--- src/rtl/dma_page_reader.sv ---
// Reads ring pages back via DMA: one 64 B control record, then the page. Every payload beat is checked against an incrementing pattern.
// Commands are held until ready; data ready is only high in the data states; one page is credited to gpu_read_count per ADVANCE cycle.
module dma_page_reader #(
  parameter int PAGE_SIZE = 2*1024*1024,
  parameter int CTRL_NUM  = 1024,
  parameter int TIMER_W   = 32
) (
  input  logic               clk,
  input  logic               rstn,
  output logic               axis_dma_read_cmd_valid,
  input  logic               axis_dma_read_cmd_ready,
  output logic [63:0]        axis_dma_read_cmd_address,
  output logic [31:0]        axis_dma_read_cmd_length,
  input  logic [511:0]       axis_dma_read_data_data,
  input  logic [63:0]        axis_dma_read_data_keep,
  input  logic               axis_dma_read_data_last,
  input  logic               axis_dma_read_data_valid,
  output logic               axis_dma_read_data_ready,
  input  logic [63:0]        transfer_base_addr,
  input  logic [31:0]        transfer_start_page,
  input  logic [31:0]        transfer_length,
  input  logic [31:0]        transfer_offset,
  input  logic [31:0]        work_page_size,
  input  logic               transfer_start,
  input  logic [31:0]        gpu_write_count,
  output logic [31:0]        gpu_read_count,
  output logic [31:0]        error_cnt,
  output logic [31:0]        error_index,
  output logic               len_error,
  output logic               busy,
  output logic [TIMER_W-1:0] rd_th_sum
);
  localparam int          PAGE_SHIFT = $clog2(PAGE_SIZE);
  localparam logic [31:0] PAGE_BYTES = 32'(PAGE_SIZE);
  localparam logic [63:0] PAGE_STEP  = 64'(PAGE_SIZE);
  localparam logic [31:0] CTRL_LAST  = 32'(CTRL_NUM - 1);

  typedef enum logic [3:0] {
    IDLE, START, WAIT_AVAIL, CTRL_CMD, CTRL_DATA, PAGE_CMD, PAGE_DATA, ADVANCE, DONE
  } state_t;

  state_t             state_q, state_d;
  logic               start_r_q, start_rr_q;
  logic [63:0]        start_addr_q, start_addr_d, page_addr_q, page_addr_d, ctrl_addr_q, ctrl_addr_d;
  logic [31:0]        remain_q, remain_d, page_idx_q, page_idx_d, ctrl_idx_q, ctrl_idx_d;
  logic [31:0]        rec_len_q, rec_len_d, beat_cnt_q, beat_cnt_d;
  logic [31:0]        gpu_read_count_q, gpu_read_count_d, error_cnt_q, error_cnt_d;
  logic [31:0]        error_index_q, error_index_d;
  logic               len_error_q, len_error_d, th_run_q, th_run_d;
  logic [TIMER_W-1:0] rd_th_sum_q, rd_th_sum_d;

  logic        start_edge;
  logic [63:0] start_calc;
  logic [31:0] rec_in, last_idx, remain_new;
  logic        unused_ok;

  assign start_edge = start_r_q & ~start_rr_q;
  assign start_calc = transfer_base_addr + ({32'd0, transfer_start_page} << PAGE_SHIFT);
  assign rec_in     = axis_dma_read_data_data[31:0];
  assign last_idx   = (rec_len_q >> 6) - 32'd1;
  assign unused_ok  = ^{axis_dma_read_data_keep, axis_dma_read_data_data[510:32]};

  always_comb begin
    state_d          = state_q;
    start_addr_d     = start_addr_q;
    page_addr_d      = page_addr_q;
    ctrl_addr_d      = ctrl_addr_q;
    remain_d         = remain_q;
    page_idx_d       = page_idx_q;
    ctrl_idx_d       = ctrl_idx_q;
    rec_len_d        = rec_len_q;
    beat_cnt_d       = beat_cnt_q;
    gpu_read_count_d = gpu_read_count_q;
    error_cnt_d      = error_cnt_q;
    error_index_d    = error_index_q;
    len_error_d      = len_error_q;
    th_run_d         = th_run_q;
    rd_th_sum_d      = rd_th_sum_q;
    remain_new       = '0;
    axis_dma_read_cmd_valid   = 1'b0;
    axis_dma_read_cmd_address = ctrl_addr_q;
    axis_dma_read_cmd_length  = 32'h40;
    axis_dma_read_data_ready  = 1'b0;

    // Throughput timer runs from the cycle after the first accepted command until DONE.
    if (th_run_q && state_q != DONE) rd_th_sum_d = rd_th_sum_q + 1'b1;
    if (axis_dma_read_cmd_valid && axis_dma_read_cmd_ready) th_run_d = 1'b1;

    case (state_q)
      IDLE: if (start_edge) begin
        state_d       = START;
        start_addr_d  = start_calc;
        page_addr_d   = start_calc;
        ctrl_addr_d   = transfer_base_addr;
        remain_d      = transfer_length;
        page_idx_d    = '0;
        ctrl_idx_d    = '0;
        error_cnt_d   = '0;
        error_index_d = '0;
        len_error_d   = 1'b0;
        rd_th_sum_d   = '0;
      end
      START: state_d = (remain_q == '0) ? DONE : WAIT_AVAIL;
      WAIT_AVAIL: if (gpu_write_count - gpu_read_count_q != '0) state_d = CTRL_CMD;
      CTRL_CMD: begin
        axis_dma_read_cmd_valid = 1'b1;
        if (axis_dma_read_cmd_ready) begin
          state_d  = CTRL_DATA;
          th_run_d = 1'b1;
        end
      end
      CTRL_DATA: begin
        axis_dma_read_data_ready = 1'b1;
        if (axis_dma_read_data_valid) begin
          rec_len_d = rec_in;
          if (!axis_dma_read_data_data[511] || rec_in == '0 || rec_in[5:0] != '0 ||
              rec_in > PAGE_BYTES || !axis_dma_read_data_last) begin
            len_error_d = 1'b1;
            state_d     = DONE;
          end else begin
            state_d = PAGE_CMD;
          end
        end
      end
      PAGE_CMD: begin
        axis_dma_read_cmd_valid   = 1'b1;
        axis_dma_read_cmd_address = page_addr_q;
        axis_dma_read_cmd_length  = rec_len_q;
        if (axis_dma_read_cmd_ready) begin
          state_d    = PAGE_DATA;
          beat_cnt_d = '0;
          th_run_d   = 1'b1;
        end
      end
      PAGE_DATA: begin
        axis_dma_read_data_ready = 1'b1;
        if (axis_dma_read_data_valid) begin
          if (rec_in != beat_cnt_q + transfer_offset) begin
            if (error_cnt_q != '1) error_cnt_d = error_cnt_q + 32'd1;
            if (error_cnt_q == '0) error_index_d = beat_cnt_q;
          end
          // Flags an early last as well as a missing last on the expected final beat.
          if (axis_dma_read_data_last != (beat_cnt_q == last_idx)) len_error_d = 1'b1;
          if (axis_dma_read_data_last) begin
            beat_cnt_d = '0;
            state_d    = ADVANCE;
          end else begin
            beat_cnt_d = beat_cnt_q + 32'd1;
          end
        end
      end
      ADVANCE: begin
        gpu_read_count_d = gpu_read_count_q + 32'd1;
        remain_new       = (remain_q > rec_len_q) ? remain_q - rec_len_q : '0;
        remain_d         = remain_new;
        if (page_idx_q + 32'd1 == work_page_size) begin
          page_idx_d  = '0;
          page_addr_d = start_addr_q;
        end else begin
          page_idx_d  = page_idx_q + 32'd1;
          page_addr_d = page_addr_q + PAGE_STEP;
        end
        if (ctrl_idx_q == CTRL_LAST) begin
          ctrl_idx_d  = '0;
          ctrl_addr_d = transfer_base_addr;
        end else begin
          ctrl_idx_d  = ctrl_idx_q + 32'd1;
          ctrl_addr_d = ctrl_addr_q + 64'd64;
        end
        state_d = (remain_new == '0) ? DONE : WAIT_AVAIL;
      end
      DONE: begin
        state_d  = IDLE;
        th_run_d = 1'b0;
      end
      default: state_d = IDLE;
    endcase
  end

  always_ff @(posedge clk) begin
    if (!rstn) begin
      state_q          <= IDLE;
      start_r_q        <= 1'b0;
      start_rr_q       <= 1'b0;
      start_addr_q     <= '0;
      page_addr_q      <= '0;
      ctrl_addr_q      <= '0;
      remain_q         <= '0;
      page_idx_q       <= '0;
      ctrl_idx_q       <= '0;
      rec_len_q        <= '0;
      beat_cnt_q       <= '0;
      gpu_read_count_q <= '0;
      error_cnt_q      <= '0;
      error_index_q    <= '0;
      len_error_q      <= 1'b0;
      th_run_q         <= 1'b0;
      rd_th_sum_q      <= '0;
    end else begin
      state_q          <= state_d;
      start_r_q        <= transfer_start;
      start_rr_q       <= start_r_q;
      start_addr_q     <= start_addr_d;
      page_addr_q      <= page_addr_d;
      ctrl_addr_q      <= ctrl_addr_d;
      remain_q         <= remain_d;
      page_idx_q       <= page_idx_d;
      ctrl_idx_q       <= ctrl_idx_d;
      rec_len_q        <= rec_len_d;
      beat_cnt_q       <= beat_cnt_d;
      gpu_read_count_q <= gpu_read_count_d;
      error_cnt_q      <= error_cnt_d;
      error_index_q    <= error_index_d;
      len_error_q      <= len_error_d;
      th_run_q         <= th_run_d;
      rd_th_sum_q      <= rd_th_sum_d;
    end
  end

  assign gpu_read_count = gpu_read_count_q;
  assign error_cnt      = error_cnt_q;
  assign error_index    = error_index_q;
  assign len_error      = len_error_q;
  assign busy           = (state_q != IDLE);
  assign rd_th_sum      = rd_th_sum_q;
endmodule

--- config.mk ---
export PLATFORM = sky130hd
export DESIGN_NAME = dma_page_reader
export DESIGN_NICKNAME = d
export VERILOG_FILES = /design/src/rtl/dma_page_reader.sv
export SDC_FILE = /design/constraint.sdc
export NUM_CORES = 2
export LEC_CHECK = 0
export ABC_AREA = 1
export CAP_MARGIN = 25
export CORE_AREA = 2 2 403 405
export DETAILED_ROUTE_END_ITERATION = 7
export DIE_AREA = 0 0 405 407
export PLACE_DENSITY = 0.46
export REMOVE_ABC_BUFFERS = 1
export SYNTH_ARGS = -nofsm -noshare
export SYNTH_HDL_FRONTEND = slang
export SYNTH_SLANG_ARGS = --single-unit
--- constraint.sdc ---
create_clock -name clk -period 7.75 [get_ports clk]
set_clock_uncertainty 0.15 [all_clocks]
set_input_delay 0.775 -clock clk [delete_from_list [all_inputs] [get_ports clk]]
set_output_delay 0.775 -clock clk [all_outputs]
set_load 0.1 [all_outputs]
==> key figures <==
Worst setup path
  • Arrival time worst endpoint: 4.70 ns
  • Worst path buffer plus inverter count: 4
  • Sort of element at the end of the critical path: output pin
  • CP Launch Point: state_q[2]$_SDFFE_PN0P_
  • Maximum fanout count along the critical path: 52
  • Worst flop-to-flop path endpoint: ctrl_addr_q[10]$_SDFFE_PN0P_
  • WP data required: 6.82 ns
  • Cell depth of the worst flop-to-flop path: 13
  • Reg-to-reg slack, setup: 3.13 ns
  • Worst setup path endpoint: axis_dma_read_cmd_address[49]
  • Crit-path cells: inv_1 -> nor2_1 -> nand2_4 -> inv_1 -> buf_4 -> nand2_1 -> o21ai_0 -> clkdlybuf4s50_1
  • Crit path depth: 8
  • Reg2reg start: state_q[0]$_SDFFE_PN0P_
  • Kind of start point of the critical path: flop
  • Startpoint-to-endpoint class of the critical path: flop to output pin
  • Cell seen most often among critical-path stages: sky130_fd_sc_hd__inv_1
  • Slowest stage delay, CP: 1.22 ns
  • Critical-path top delay cell: sky130_fd_sc_hd__clkdlybuf4s50_1
  • Dominant delay contributor by cell family on the critical path: buffers and inverters

Route
  • Via count normalized by instance count: 4.745
  • Wire length reported by the detailed router: 171400 um
  • Drt drc: 0
  • Iteration-0 DRC Markers: 3608
  • Per-cell routed wire length: 18.88 um
  • Number of nets still failing antenna checks after routing: 0
  • Via total after detailed routing: 43065
  • TritonRoute pass-1 iters: 6

Final layout
  • Leading cell types in the layout, fill and taps excluded: sky130_fd_sc_hd__nand2_1 (1856), sky130_fd_sc_hd__inv_1 (884), sky130_fd_sc_hd__nor2_1 (799)
  • Share of layout cells above drive strength 1: 3.361%
  • Layout Cell Area excl Fill: 47980 sq um
  • Layout overhead on the synthesized area: 26.18%
  • Final cell count without fillers: 9076
  • Share of the core filled with cells in the final layout: 29.95%
  • Layout Nets: 7796
  • Leading cell type in the layout, fill and taps excluded: sky130_fd_sc_hd__nand2_1

Timing
  • Maximum frequency from static timing analysis: 0.1777 GHz
  • Final Hold Fails: 0
  • Shortest period the worst path allows: 5.626 ns
  • Headroom to the max-slew limit: 26.81%
  • Max-slew violation count: 0
  • Setup repair after global routing missed its margin: false
  • Least-Margin Pin Slew: 1.094 ns
  • Final setup violating endpoints: 0
  • Worst hold margin: 0.2788 ns
  • Period utilisation layout: 72.60%

Floorplanning
  • Die width: 405 um
  • Number of rows in the core area: 147
  • Overall die height: 407 um
  • Effective utilization at floorplan: 23.73%
  • Boundary pin count: 1034
  • Area enclosed by the die boundary: 164800 sq um
  • Floorplan core area: 160200 sq um

Yosys
  • Avg Synthesized Cell Area: 5.899 sq um
  • Total number of yosys warnings: 0
  • Part of the Yosys area used for sequential elements: 25.69%
  • Seq cells post-synth: 488
  • Count of flip-flops with a built-in enable after synthesis: 0
  • Number of different library cells in the post-synthesis netlist: 59
  • Cells after Synth: 6445
  • Top flip-flop cell by instance count after synthesis: sky130_fd_sc_hd__dfxtp_1
  • Area of the mapped netlist: 38020 sq um
  • Proportion of synthesized flip-flops having asynchronous set or reset: 0%

Clock network
  • Hold-fix buffer count after cts: 0
  • Clock buffers created by TritonCTS: 70
  • Clock tree from TritonCTS: done
  • Max clock buf depth: 3
  • # resized after CTS: 0
  • Clock edge transition at the registers on the reported setup and hold paths: 0.06 ns
  • Post-CTS Setup Repair Bufs: 0
  • Clock network latency to the later pin of the worst-skew pair: 0.67 ns
  • Clock sink count: 488
  • Clock Tree Root: sky130_fd_sc_hd__clkbuf_16
  • H-tree levels: 3

Hold path
  • Tightest Hold Check Type: flop to flop

Global routing
  • Total routing usage reported by global routing: 20.08%
  • Overall overflow remaining after global route: 0
  • Largest net degree at the start of global routing: 154
  • First-pass GRT wire length: 253700 um
  • Vias in the first global route: 40484
  • Number of antenna violations at the first check in global routing: 25

Run status
  • Result of the run: complete, no violations

Placed design
  • Input/output buffers: 490
  • Gp weighted congestion: 0.9751
  • Placed Instance Area: 45460 sq um
  • Placed Cells: 8937
  • HPWL Detailed: 133500 um

Power and ir drop
  • Leak: 20.55 nW
  • Worst IR drop on VDD: 0.0002192 V
  • P per Cell Area: 248.8 nW/um^2

Run
  • Number of max-cap violations: 0
## per-layer routing
layer	wire (um)	share of wire (%)	GRT usage (%)	up-vias
met2	74720	44	31.62	1253
met4	6475	3.8	7.600	12
li1	-	-	-	21678
met1	78420	46	27.03	19900
met5	74	0.043	0	-
met3	11660	6.8	3.799	222
## Yosys cell counts (7+ instances only)
master,number,area share [%]
sky130_fd_sc_hd__o221ai_1,13,0.30
sky130_fd_sc_hd__nand3b_1,45,0.89
sky130_fd_sc_hd__nand2_1,1860,18
sky130_fd_sc_hd__ha_1,136,4.5
sky130_fd_sc_hd__o22ai_1,19,0.31
sky130_fd_sc_hd__clkbuf_1,170,1.7
sky130_fd_sc_hd__buf_2,17,0.22
sky130_fd_sc_hd__nand3_1,342,4.5
sky130_fd_sc_hd__and3_1,7,0.12
sky130_fd_sc_hd__nand4_1,200,3.3
sky130_fd_sc_hd__nor2_2,7,0.12
sky130_fd_sc_hd__o21bai_1,12,0.24
sky130_fd_sc_hd__mux2i_1,13,0.34
sky130_fd_sc_hd__inv_2,9,0.089
sky130_fd_sc_hd__a21o_1,18,0.36
sky130_fd_sc_hd__buf_1,16,0.16
sky130_fd_sc_hd__a31oi_1,28,0.46
sky130_fd_sc_hd__a22o_1,14,0.32
sky130_fd_sc_hd__a221oi_1,25,0.58
sky130_fd_sc_hd__a21oi_1,417,5.5
sky130_fd_sc_hd__o211ai_1,14,0.28
sky130_fd_sc_hd__a211oi_1,13,0.26
sky130_fd_sc_hd__nor2_1,803,7.9
sky130_fd_sc_hd__nor4_1,50,0.82
sky130_fd_sc_hd__o21ai_0,351,4.6
sky130_fd_sc_hd__or2_2,20,0.33
sky130_fd_sc_hd__dfxtp_1,488,26
sky130_fd_sc_hd__xor2_1,165,3.8
sky130_fd_sc_hd__o21a_1,11,0.22
sky130_fd_sc_hd__nor3_1,137,1.8
sky130_fd_sc_hd__inv_1,888,8.8
sky130_fd_sc_hd__xnor2_1,70,1.6
sky130_fd_sc_hd__nor3b_1,12,0.24
## registers in the layout, indices dropped and copies added, names as in the netlist
name,flops
page_addr_q,64
remain_q,32
gpu_read_count,32
state_q,4
start_rr_q,1
start_addr_q,64
len_error,1
ctrl_addr_q,64
ctrl_idx_q,32
error_index,32
th_run_q,1
rec_len_q,32
error_cnt,32
start_r_q,1
beat_cnt_q,32
page_idx_q,32
rd_th_sum,32
## worst min-delay path: stages, from the launching register on
cell and delay [ns]:
sky130_fd_sc_hd__dfxtp_1 0.31, sky130_fd_sc_hd__nand2_1 0.05, sky130_fd_sc_hd__inv_1 0.03
## report_power, final
group / leakage [nW] / internal [mW] / switching, mW
Sequential: 3.97 / 2.80 / 0.277
Clock: 1.19 / 2.10 / 1.39
Combinational: 15.4 / 1.51 / 3.86
## metrics by stage
stage                     TNS [ns]  setup slack, ns  power (mW)
after floorplan            -113.92           -2.474       6.757
after global placement           0            2.811       8.419
after detailed placement         0            2.782       8.447
after CTS                        0            2.084       12.01
after global routing             0            1.961       12.71
final                            0            2.124       11.94
## cell type report
type	instances	area, sq um
fillers	18057	112200
multi-input cells	4850	24130
flip-flops and latches	488	9769
repair buffers	539	5514
inverters	902	3393
well taps	2160	2703
clock buffers	93	1968
clock inverters	31	465.4
diodes	13	32.53
## cells by family after synthesis
kind of cell               synth area share [%]
and+or+nand+nor                           38.96
adders and majority gates                 4.633
AOI/OAI and AO/OA                         13.93
buffers and inverters                     11.02
DFF                                       25.69
xor gates and xnor gates                  5.413
muxes                                    0.3422
## worst min-delay path by stage
stage,startpoint,endpoint,slack (ns),cells after the start
finish,start_r_q$_SDFF_PN0_,start_rr_q$_SDFF_PN0_,0.28,2
global route,start_r_q$_SDFF_PN0_,start_rr_q$_SDFF_PN0_,0.30,2
CTS,start_r_q$_SDFF_PN0_,start_rr_q$_SDFF_PN0_,0.28,2
detailed placement,start_r_q$_SDFF_PN0_,start_rr_q$_SDFF_PN0_,0.27,2
global placement,start_r_q$_SDFF_PN0_,start_rr_q$_SDFF_PN0_,0.27,2
floorplan,start_r_q$_SDFF_PN0_,start_rr_q$_SDFF_PN0_,0.26,2
No activity file was read; power rests on OpenSTA's default activity.
